<file path="src/rtl/operand_fetch_pkg.sv">
// Shared core definitions for the operand fetch slice: datapath width,
// register index width and the write-snoop match rule used by every bypass.
package operand_fetch_pkg;

  localparam int unsigned CORE_XLEN = 32;
  localparam int unsigned REG_IDX_W = 5;

  typedef logic [REG_IDX_W-1:0] reg_idx_t;

  // A snooped register-file write is relevant to a source only when it
  // targets the same nonzero index; x0 is hardwired to zero.
  function automatic logic wr_hits(input logic     wr_valid,
                                   input reg_idx_t wr_addr,
                                   input reg_idx_t idx);
    return wr_valid && (wr_addr == idx) && (idx != '0);
  endfunction

endpackage

</file>
<file path="src/rtl/operand_fetch_bypass.sv">
// Forwarding compare/mux for one source operand in one pipeline stage.
// Priority: x0 -> zero, live snooped write -> previously captured forward
// data -> base data (register-file read data or the held stage value).
module operand_bypass
  import operand_fetch_pkg::*;
#(
  parameter int unsigned XLEN = CORE_XLEN
) (
  input  logic [REG_IDX_W-1:0] idx,
  input  logic                 wr_valid,
  input  logic [REG_IDX_W-1:0] wr_addr,
  input  logic [XLEN-1:0]      wr_data,
  input  logic                 fwd_valid,
  input  logic [XLEN-1:0]      fwd_data,
  input  logic [XLEN-1:0]      base_data,
  output logic                 hit,
  output logic [XLEN-1:0]      operand
);

  // Resolve the operand value for this source
  always_comb begin
    hit = wr_hits(wr_valid, wr_addr, idx);
    if (idx == '0) begin
      operand = '0;
    end else if (hit) begin
      operand = wr_data;
    end else if (fwd_valid) begin
      operand = fwd_data;
    end else begin
      operand = base_data;
    end
  end

endmodule

</file>
<file path="src/rtl/operand_fetch.sv">
// Two-stage operand fetch between decode and execute.
// S1 holds the instruction while its register-file read is in flight and
// captures any snooped writes that arrive after the read was issued.
// S2 is the output register toward execute and keeps tracking writes to its
// sources while execute back-pressures.
module operand_fetch
  import operand_fetch_pkg::*;
#(
  parameter int unsigned XLEN = CORE_XLEN
) (
  input  logic                 clk,
  input  logic                 rst,
  // decode handshake
  input  logic                 i_dec_valid,
  output logic                 o_dec_ready,
  input  logic [REG_IDX_W-1:0] i_dec_rs1,
  input  logic [REG_IDX_W-1:0] i_dec_rs2,
  input  logic [REG_IDX_W-1:0] i_dec_rd,
  input  logic [XLEN-1:0]      i_dec_imm,
  input  logic [XLEN-1:0]      i_dec_pc,
  // register-file read port
  output logic                 o_rs_ren,
  output logic [REG_IDX_W-1:0] o_rs1_raddr,
  output logic [REG_IDX_W-1:0] o_rs2_raddr,
  input  logic [XLEN-1:0]      i_rs1_rdata,
  input  logic [XLEN-1:0]      i_rs2_rdata,
  // register-file write snoop
  input  logic                 i_rd_wvalid,
  input  logic [REG_IDX_W-1:0] i_rd_waddr,
  input  logic [XLEN-1:0]      i_rd_wdata,
  // execute handshake
  output logic                 o_op_valid,
  input  logic                 i_op_ready,
  output logic [XLEN-1:0]      o_op_rs1_data,
  output logic [XLEN-1:0]      o_op_rs2_data,
  output logic [REG_IDX_W-1:0] o_op_rd,
  output logic [XLEN-1:0]      o_op_imm,
  output logic [XLEN-1:0]      o_op_pc
);

  // pipeline control
  logic s1_adv;
  logic accept;
  logic s2_hold;

  // S1: instruction metadata and forward registers
  logic            s1_valid;
  reg_idx_t        s1_rs1;
  reg_idx_t        s1_rs2;
  reg_idx_t        s1_rd;
  logic [XLEN-1:0] s1_imm;
  logic [XLEN-1:0] s1_pc;
  logic            s1_fwd1_valid;
  logic            s1_fwd2_valid;
  logic [XLEN-1:0] s1_fwd1_data;
  logic [XLEN-1:0] s1_fwd2_data;

  // S1 resolved operands
  logic            s1_hit1;
  logic            s1_hit2;
  logic [XLEN-1:0] s1_op1;
  logic [XLEN-1:0] s1_op2;

  // S2 source indices, kept so held operands can keep tracking writes
  reg_idx_t        s2_rs1;
  reg_idx_t        s2_rs2;
  logic            s2_hit1;
  logic            s2_hit2;
  logic [XLEN-1:0] s2_op1;
  logic [XLEN-1:0] s2_op2;

  // Handshake and read-port control
  always_comb begin
    s1_adv      = !o_op_valid || i_op_ready;
    o_dec_ready = !s1_valid || s1_adv;
    accept      = i_dec_valid && o_dec_ready;
    s2_hold     = o_op_valid && !i_op_ready;
    o_rs_ren    = accept;
    o_rs1_raddr = i_dec_rs1;
    o_rs2_raddr = i_dec_rs2;
  end

  // S1 bypass: live write on the transfer edge is folded in combinationally
  operand_bypass #(.XLEN(XLEN)) u_s1_byp_rs1 (
    .idx       (s1_rs1),
    .wr_valid  (i_rd_wvalid),
    .wr_addr   (i_rd_waddr),
    .wr_data   (i_rd_wdata),
    .fwd_valid (s1_fwd1_valid),
    .fwd_data  (s1_fwd1_data),
    .base_data (i_rs1_rdata),
    .hit       (s1_hit1),
    .operand   (s1_op1)
  );

  operand_bypass #(.XLEN(XLEN)) u_s1_byp_rs2 (
    .idx       (s1_rs2),
    .wr_valid  (i_rd_wvalid),
    .wr_addr   (i_rd_waddr),
    .wr_data   (i_rd_wdata),
    .fwd_valid (s1_fwd2_valid),
    .fwd_data  (s1_fwd2_data),
    .base_data (i_rs2_rdata),
    .hit       (s1_hit2),
    .operand   (s1_op2)
  );

  // S2 bypass: only writes seen while execute is stalling update the output
  operand_bypass #(.XLEN(XLEN)) u_s2_byp_rs1 (
    .idx       (s2_rs1),
    .wr_valid  (i_rd_wvalid && s2_hold),
    .wr_addr   (i_rd_waddr),
    .wr_data   (i_rd_wdata),
    .fwd_valid (1'b0),
    .fwd_data  ('0),
    .base_data (o_op_rs1_data),
    .hit       (s2_hit1),
    .operand   (s2_op1)
  );

  operand_bypass #(.XLEN(XLEN)) u_s2_byp_rs2 (
    .idx       (s2_rs2),
    .wr_valid  (i_rd_wvalid && s2_hold),
    .wr_addr   (i_rd_waddr),
    .wr_data   (i_rd_wdata),
    .fwd_valid (1'b0),
    .fwd_data  ('0),
    .base_data (o_op_rs2_data),
    .hit       (s2_hit2),
    .operand   (s2_op2)
  );

  // S1 load on accept; while stalled, capture writes the stale read missed
  always_ff @(posedge clk or posedge rst) begin
    if (rst) begin
      s1_valid      <= 1'b0;
      s1_rs1        <= '0;
      s1_rs2        <= '0;
      s1_rd         <= '0;
      s1_imm        <= '0;
      s1_pc         <= '0;
      s1_fwd1_valid <= 1'b0;
      s1_fwd2_valid <= 1'b0;
      s1_fwd1_data  <= '0;
      s1_fwd2_data  <= '0;
    end else if (o_dec_ready) begin
      s1_valid <= i_dec_valid;
      if (i_dec_valid) begin
        s1_rs1        <= i_dec_rs1;
        s1_rs2        <= i_dec_rs2;
        s1_rd         <= i_dec_rd;
        s1_imm        <= i_dec_imm;
        s1_pc         <= i_dec_pc;
        // the register file returns the pre-write value for a same-cycle write
        s1_fwd1_valid <= wr_hits(i_rd_wvalid, i_rd_waddr, i_dec_rs1);
        s1_fwd2_valid <= wr_hits(i_rd_wvalid, i_rd_waddr, i_dec_rs2);
        s1_fwd1_data  <= i_rd_wdata;
        s1_fwd2_data  <= i_rd_wdata;
      end
    end else begin
      if (s1_hit1) begin
        s1_fwd1_valid <= 1'b1;
        s1_fwd1_data  <= i_rd_wdata;
      end
      if (s1_hit2) begin
        s1_fwd2_valid <= 1'b1;
        s1_fwd2_data  <= i_rd_wdata;
      end
    end
  end

  // S2 output register: transfer from S1, or track writes while held
  always_ff @(posedge clk or posedge rst) begin
    if (rst) begin
      o_op_valid    <= 1'b0;
      o_op_rs1_data <= '0;
      o_op_rs2_data <= '0;
      o_op_rd       <= '0;
      o_op_imm      <= '0;
      o_op_pc       <= '0;
      s2_rs1        <= '0;
      s2_rs2        <= '0;
    end else if (s1_adv) begin
      o_op_valid <= s1_valid;
      if (s1_valid) begin
        o_op_rs1_data <= s1_op1;
        o_op_rs2_data <= s1_op2;
        o_op_rd       <= s1_rd;
        o_op_imm      <= s1_imm;
        o_op_pc       <= s1_pc;
        s2_rs1        <= s1_rs1;
        s2_rs2        <= s1_rs2;
      end
    end else begin
      if (s2_hit1) begin
        o_op_rs1_data <= s2_op1;
      end
      if (s2_hit2) begin
        o_op_rs2_data <= s2_op2;
      end
    end
  end

endmodule

</file>
<file path="config.mk">
export PLATFORM = sky130hd
export DESIGN_NAME = operand_fetch
export DESIGN_NICKNAME = d
export VERILOG_FILES = /design/src/rtl/operand_fetch_pkg.sv /design/src/rtl/operand_fetch_bypass.sv /design/src/rtl/operand_fetch.sv
export SDC_FILE = /design/constraint.sdc
export NUM_CORES = 1
export LEC_CHECK = 0
export ABC_AREA = 1
export BUFFER_PORTS_ARGS = -buffer_cell sky130_fd_sc_hd__buf_2
export CAP_MARGIN = 40
export CORE_MARGIN = 8
export CORE_UTILIZATION = 55
export DETAILED_ROUTE_END_ITERATION = 8
export PLACE_DENSITY = 0.82
export SETUP_SLACK_MARGIN = 0.05
export SYNTH_ARGS = -nofsm -noshare
export SYNTH_HDL_FRONTEND = slang
export SYNTH_SLANG_ARGS = --single-unit
</file>
<file path="constraint.sdc">
create_clock -name clk -period 35.1 [get_ports clk]
set_input_delay 10.53 -clock clk [delete_from_list [all_inputs] [get_ports clk]]
set_output_delay 10.53 -clock clk [all_outputs]
set_load 0.01 [all_outputs]
</file>
# Word level (Yosys, flattened, before mapping)
# Cells that the tools add are included.
[op_classes]
reduce_logical = 40
n_eq_ne = 8
muxes = 25
[op_table]
columns = ["operator", "n"]
rows = [
  ["$mux 32", 19],
  ["$eq 5x5->1", 6],
  ["$reduce_bool 5->1", 6],
  ["$logic_not 5->1", 4],
  ["$logic_and 1x1->1", 15],
  ["$reduce_and 2->1", 6],
  ["$reduce_bool 2->1", 4],
  ["$mux 1", 6],
  ["$logic_not 1->1", 3],
  ["$logic_or 1x1->1", 2],
  ["$ne 2x1->1 const B", 1],
  ["$ne 2x2->1 const B", 1],
]
[totals]
ff_bits = 290
elab_cells = 91
input_bits = 185
out_inout_bits = 146

# Depth between registers and ports, before layout
[logic_depth]
depth_word = 7
depth_mapped = 12
mapped_depth_nobuf = 10

# Cells and area by module
# A second synthesis with hierarchy kept.
[unflattened]
cells_unflattened = 2176
area_unflattened_um2 = 15805.2
[by_module_without_submodules]
columns = ["module", "area_per_inst_um2", "seq_area_each_um2", "n_inst", "cells_each"]
rows = [
  ["operand_fetch", 11661.2, 7257.0, 1, 1280],
  ["operand_bypass", 1036.0, 0.0, 4, 224],
]

# Worst setup path after synthesis
# OpenSTA, ideal clock, no wires.
[synth_timing]
kind = "input port to output port"
startpoint = "input port i_op_ready"
endpoint = "output port o_rs_ren"
path_buffers = 2
t_required_ps = 24570
arrival_ps = 11453
cell_stages = 8
path_slack_ps = 13117
cell_sequence = "inv_1 -> nand2_1 -> nor2_1 -> inv_1 -> nand2_2 -> inv_1 -> buf_2 -> buf_2"
[synth_via]
elab_chain_len = 3
[synth_lines]
columns = ["element", "line_no", "source"]
rows = [
  ["start, declared", "operand_fetch.sv:33", "input logic i_op_ready,"],
  ["$logic_or 1x1->1", "operand_fetch.sv:74", "s1_adv = !o_op_valid || i_op_ready;"],
  ["$logic_or 1x1->1", "operand_fetch.sv:75", "o_dec_ready = !s1_valid || s1_adv;"],
  ["named net o_dec_ready", "operand_fetch.sv:15", "output logic o_dec_ready,"],
  ["$logic_and 1x1->1", "operand_fetch.sv:76", "accept = i_dec_valid && o_dec_ready;"],
  ["end, declared", "operand_fetch.sv:22", "output logic o_rs_ren,"],
]
# The timed path passes the listed nets, and every way through them passes these cells.

# Final worst setup path
[layout_timing]
startpoint = "input port i_op_ready"
endpoint = "output port o_rs_ren"
[layout_via]
elab_chain_len = 3
[layout_lines]
columns = ["element", "line_no"]
rows = [
  ["$logic_or 1x1->1", "operand_fetch.sv:74"],
  ["$logic_or 1x1->1", "operand_fetch.sv:75"],
  ["$logic_and 1x1->1", "operand_fetch.sv:76"],
]
# Every way passes these cells.

==> impl_results.html <==
<table>
<tr><th>Metric</th><th>Value</th></tr>
<tr><th colspan="2">Routing</th></tr>
<tr><td>Per-cell via count in the routed design</td><td>5.65</td></tr>
<tr><td>DR WL/cell</td><td>18.9 um</td></tr>
<tr><td>Remaining design rule violation count</td><td>0</td></tr>
<tr><td>First-iteration detailed-routing DRC count</td><td>1,545</td></tr>
<tr><td>Vias post-DR</td><td>13,200</td></tr>
<tr><td>Overall routed net length</td><td>44.1 mm</td></tr>
<tr><td>Number of nets with antenna violations after routing</td><td>0</td></tr>
<tr><td>Drt pass-1 iters</td><td>6</td></tr>
<tr><th colspan="2">Setup path</th></tr>
<tr><td>Top fanout value on the critical path</td><td>33</td></tr>
<tr><td>Critical path class</td><td>in2out</td></tr>
<tr><td>Combined buffer and inverter count along the critical path</td><td>5</td></tr>
<tr><td>Cell family contributing the most delay on the critical path</td><td>simple AND/OR/NAND/NOR gates</td></tr>
<tr><td>CP Cell Sequence</td><td>buf_2 -&gt; inv_1 -&gt; nand2_1 -&gt; nor2_1 -&gt; inv_1 -&gt; nand2_2 -&gt; clkinv_2 -&gt; buf_2</td></tr>
<tr><td>Longest individual stage delay on the worst path</td><td>0.45 ns</td></tr>
<tr><td>Element type at the critical path start</td><td>input pin</td></tr>
<tr><td>Crit-path slowest cell</td><td>sky130_fd_sc_hd__nand2_2</td></tr>
<tr><td>Type of element capturing the critical path</td><td>output port</td></tr>
<tr><td>Required arrival time at the worst endpoint</td><td>24.57 ns</td></tr>
<tr><td>Crit path arrival time</td><td>12.06 ns</td></tr>
<tr><th colspan="2">Yosys</th></tr>
<tr><td>Post-Syn Area</td><td>14,000 sq um</td></tr>
<tr><td>Number of standard cells after synthesis</td><td>1,716</td></tr>
<tr><td>Leading cell types by total area after synthesis</td><td>sky130_fd_sc_hd__dfrtp_1 (52%), sky130_fd_sc_hd__nand2_1 (8.9%), sky130_fd_sc_hd__nand3_1 (7.4%), sky130_fd_sc_hd__a21oi_1 (5.3%), sky130_fd_sc_hd__inv_1 (5.2%)</td></tr>
<tr><td>Portion of synthesized cell area occupied by the leading cell type</td><td>52.0%</td></tr>
<tr><td>Number of enable flip-flop cells after synthesis</td><td>0</td></tr>
<tr><td>Post-synthesis register bit count</td><td>290</td></tr>
<tr><td>Number of unique standard cell types used by synthesis</td><td>25</td></tr>
<tr><td>Post-synth ARST share</td><td>100%</td></tr>
<tr><td>Top-count cell post-synth</td><td>sky130_fd_sc_hd__nand2_1</td></tr>
<tr><td>Sequential area share after synthesis</td><td>52.0%</td></tr>
<tr><td>Leading cell types by count after synthesis</td><td>sky130_fd_sc_hd__nand2_1 (332), sky130_fd_sc_hd__dfrtp_1 (290), sky130_fd_sc_hd__nand3_1 (206)</td></tr>
<tr><td>Top flip-flop cell by instance count after synthesis</td><td>sky130_fd_sc_hd__dfrtp_1</td></tr>
<tr><td>Warnings, synthesis</td><td>0</td></tr>
<tr><td>Number of nets in the synthesized netlist</td><td>1,901</td></tr>
<tr><td>Average footprint of a synthesized cell</td><td>8.14 sq um</td></tr>
<tr><td>Cell type with the largest total area after synthesis</td><td>sky130_fd_sc_hd__dfrtp_1</td></tr>
<tr><th colspan="2">Global route</th></tr>
<tr><td>Overall overflow remaining after global route</td><td>0</td></tr>
<tr><td>Met2 track utilization from global routing</td><td>45.6%</td></tr>
<tr><td>GRT busiest layer</td><td>met2</td></tr>
<tr><td>Maximum number of pins on one net before global-route repair</td><td>96</td></tr>
<tr><td>Wire length of the first global-routing pass</td><td>70.3 mm</td></tr>
<tr><td>Vias in the first global route</td><td>13,500</td></tr>
<tr><td>Met1 track demand over resource in global routing</td><td>34.1%</td></tr>
<tr><td>Antenna violations before repair</td><td>4</td></tr>
<tr><td>Overall track demand over capacity in global routing</td><td>28.2%</td></tr>
<tr><td>Global Route met3 Usage</td><td>9.90%</td></tr>
<tr><th colspan="2">Clock tree</th></tr>
<tr><td>CTS-repair resized insts</td><td>0</td></tr>
<tr><td>Deepest clock path buffer count</td><td>3</td></tr>
<tr><td>Number of clock sinks seen by CTS</td><td>290</td></tr>
<tr><td>Later-pin clock latency in the skew report</td><td>0.55 ns</td></tr>
<tr><td>Master cell of the clock root buffer</td><td>sky130_fd_sc_hd__clkbuf_16</td></tr>
<tr><td>Number of levels in the clock H-tree</td><td>1</td></tr>
<tr><td>CTS tree</td><td>done</td></tr>
<tr><td>Clock-pin slew on the worst setup and hold paths</td><td>0.06 ns</td></tr>
<tr><td>Number of buffers added for setup after CTS</td><td>0</td></tr>
<tr><td>Number of hold buffers added after cts</td><td>0</td></tr>
<tr><td>Inserted Clock Buffers</td><td>30</td></tr>
<tr><th colspan="2">Place</th></tr>
<tr><td>Placed wire-length estimate</td><td>29.7 mm</td></tr>
<tr><td>GP Congestion</td><td>0.896</td></tr>
<tr><td>Input/output buffers</td><td>330</td></tr>
<tr><th colspan="2">STA</th></tr>
<tr><td>Min cycle time layout</td><td>22.59 ns</td></tr>
<tr><td>Highest Clock Rate</td><td>44.3 MHz</td></tr>
<tr><td>Total setup violations reported at the end of the flow</td><td>0</td></tr>
<tr><td>Setup tns final</td><td>0 ns</td></tr>
<tr><td>Post-route clock skew</td><td>0.00926 ns</td></tr>
<tr><td>Unrepaired setup endpoints after global routing</td><td>no</td></tr>
<tr><td>Final hold vios</td><td>0</td></tr>
<tr><td>Number of max-slew violations in the final report</td><td>0</td></tr>
<tr><td>Fin crit share</td><td>64.4%</td></tr>
<tr><td>Normalized max-slew margin</td><td>49.4%</td></tr>
<tr><td>Worst Tran Pin Value</td><td>0.759 ns</td></tr>
<tr><td>Final hold slack</td><td>0.472 ns</td></tr>
<tr><th colspan="2">Finish</th></tr>
<tr><td>Layout cells sized above 1</td><td>22.2%</td></tr>
<tr><td>FILL cells</td><td>1,986</td></tr>
<tr><td>Area growth from synthesis to layout</td><td>20.5%</td></tr>
<tr><td>Net total in the final layout</td><td>2,169</td></tr>
<tr><th colspan="2">Floorplan</th></tr>
<tr><td>Horiz. Die Dim</td><td>175 um</td></tr>
<tr><td>Row Count</td><td>58</td></tr>
<tr><td>IO Count</td><td>331</td></tr>
<tr><td>Placeable core region</td><td>25,000 sq um</td></tr>
<tr><td>Initial standard-cell utilization of the core</td><td>55.8%</td></tr>
<tr><td>Height of the die</td><td>175 um</td></tr>
<tr><td>Die outline area</td><td>30,700 sq um</td></tr>
<tr><th colspan="2">Status</th></tr>
<tr><td>Run status</td><td>completed</td></tr>
<tr><th colspan="2">Pwr</th></tr>
<tr><td>Worst supply voltage drop on vdd</td><td>0.0471 mV</td></tr>
<tr><td>Power density relative to cell area</td><td>64.0 nW/um^2</td></tr>
<tr><td>Leakage power figure</td><td>8.92 nW</td></tr>
<tr><th colspan="2">Job</th></tr>
<tr><td>Max Cap Viol</td><td>0</td></tr>
<tr><th colspan="2">Worst hold path</th></tr>
<tr><td>Worst min-delay path class</td><td>reg2reg</td></tr>
</table>
-- path summary, 6_finish.rpt --
kind | to | slack (ns) | from | cells after the start
min in group asynchronous | s1_pc[4]$_DFFE_PP0P_ | 10.00 | rst | 2
worst min-delay path | o_op_rd[1]$_DFFE_PP0P_ | 0.47 | o_op_rd[1]$_DFFE_PP0P_ | 2
max in group asynchronous | s1_fwd2_valid$_DFFE_PP0P_ | 24.02 | rst | 4
worst max register to register | s1_fwd1_data[7]$_DFFE_PP0P_ | 32.40 | s1_rs1[2]$_DFFE_PP0P_ | 11
worst min register to register | o_op_rd[1]$_DFFE_PP0P_ | 0.47 | o_op_rd[1]$_DFFE_PP0P_ | 2
worst max-delay path | o_rs_ren | 12.51 | i_op_ready | 8
-- logic make-up after synthesis --
| family | after synthesis | share of synthesized area (%) |
|---|---|---|
| xor+xnor | 5 | 0.314 |
| simple gates | 726 | 21.6 |
| buf+inv | 321 | 9.87 |
| flops | 290 | 52.0 |
| mux | 64 | 4.59 |
| compound gates | 310 | 11.6 |
-- per-stage QoR --
step | setup WS (ns) | total power [mW] | util (%) | std cells | area, sq um
after floorplan | 13.12 | 0.629 | - | 1716 | 14000
after global placement | 12.58 | 0.737 | 62.1 | 2271 | 15600
after detailed placement | 12.53 | 0.756 | 63.2 | 2282 | 15800
after CTS | 12.51 | 1.08 | 67.2 | 2334 | 16800
after global routing | 12.32 | 1.13 | 67.2 | 2335 | 16800
final | 12.51 | 1.08 | 67.2 | 2336 | 16800
-- power by group --
part | total [mW] | internal [mW] | switching (mW)
combinational | 0.297 | 0.110 | 0.187
sequential | 0.459 | 0.410 | 0.0487
clock | 0.320 | 0.191 | 0.129
-- cell usage in the layout (no fill, tap or decap), drive strengths merged --
cell,netlist,layout
diode,0,2
nand2,333,333
a21oi,165,165
buf,89,358
inv,199,198
o22ai,3,3
mux2i,64,64
o21ai,142,142
nand4,2,2
clkinv,0,7
xor2,2,2
dfrtp,290,290
or2,1,1
nand3,206,206
nor2,182,182
bufinv,0,2
nor3,2,2
clkbuf,33,44
xnor2,3,3
-- metal layers --
metal | share of wire (%) | vias to the layer above
li1 | - | 6021
met1 | 37 | 6198
met2 | 47 | 820
met3 | 13 | 147
met4 | 3.4 | 6
met5 | 0.079 | -
-- layout make-up --
cell class / instances / area [sq um] / area share, %
clock inverters: 8 / 90.1 / 0.535
repair buffers: 358 / 2060 / 12.2
multi-input cells: 1105 / 5340 / 31.7
diodes: 2 / 5.00 / 0.0297
well taps: 330 / 413 / 2.45
clock buffers: 44 / 905 / 5.37
flip-flops and latches: 290 / 7260 / 43.1
inverters: 199 / 758 / 4.50
-- tightest hold or removal path: stages, from the launching register on --
cell and delay, ns:
sky130_fd_sc_hd__dfrtp_1 0.34, sky130_fd_sc_hd__nand2_1 0.06, sky130_fd_sc_hd__nand2_1 0.05
-- registers in the layout (all words and copies together), names as in the netlist --
register	flops
s1_rs2	5
s1_rd	5
o_op_valid	1
o_op_rs1_data	32
o_op_rs2_data	32
s1_pc	32
o_op_pc	32
s1_imm	32
o_op_imm	32
s1_valid	1
s2_rs2	5
s1_fwd2_valid	1
s1_fwd2_data	32
s1_fwd1_data	32
s1_rs1	5
s2_rs1	5
o_op_rd	5
s1_fwd1_valid	1
No activity file was read; power rests on OpenSTA's default activity.
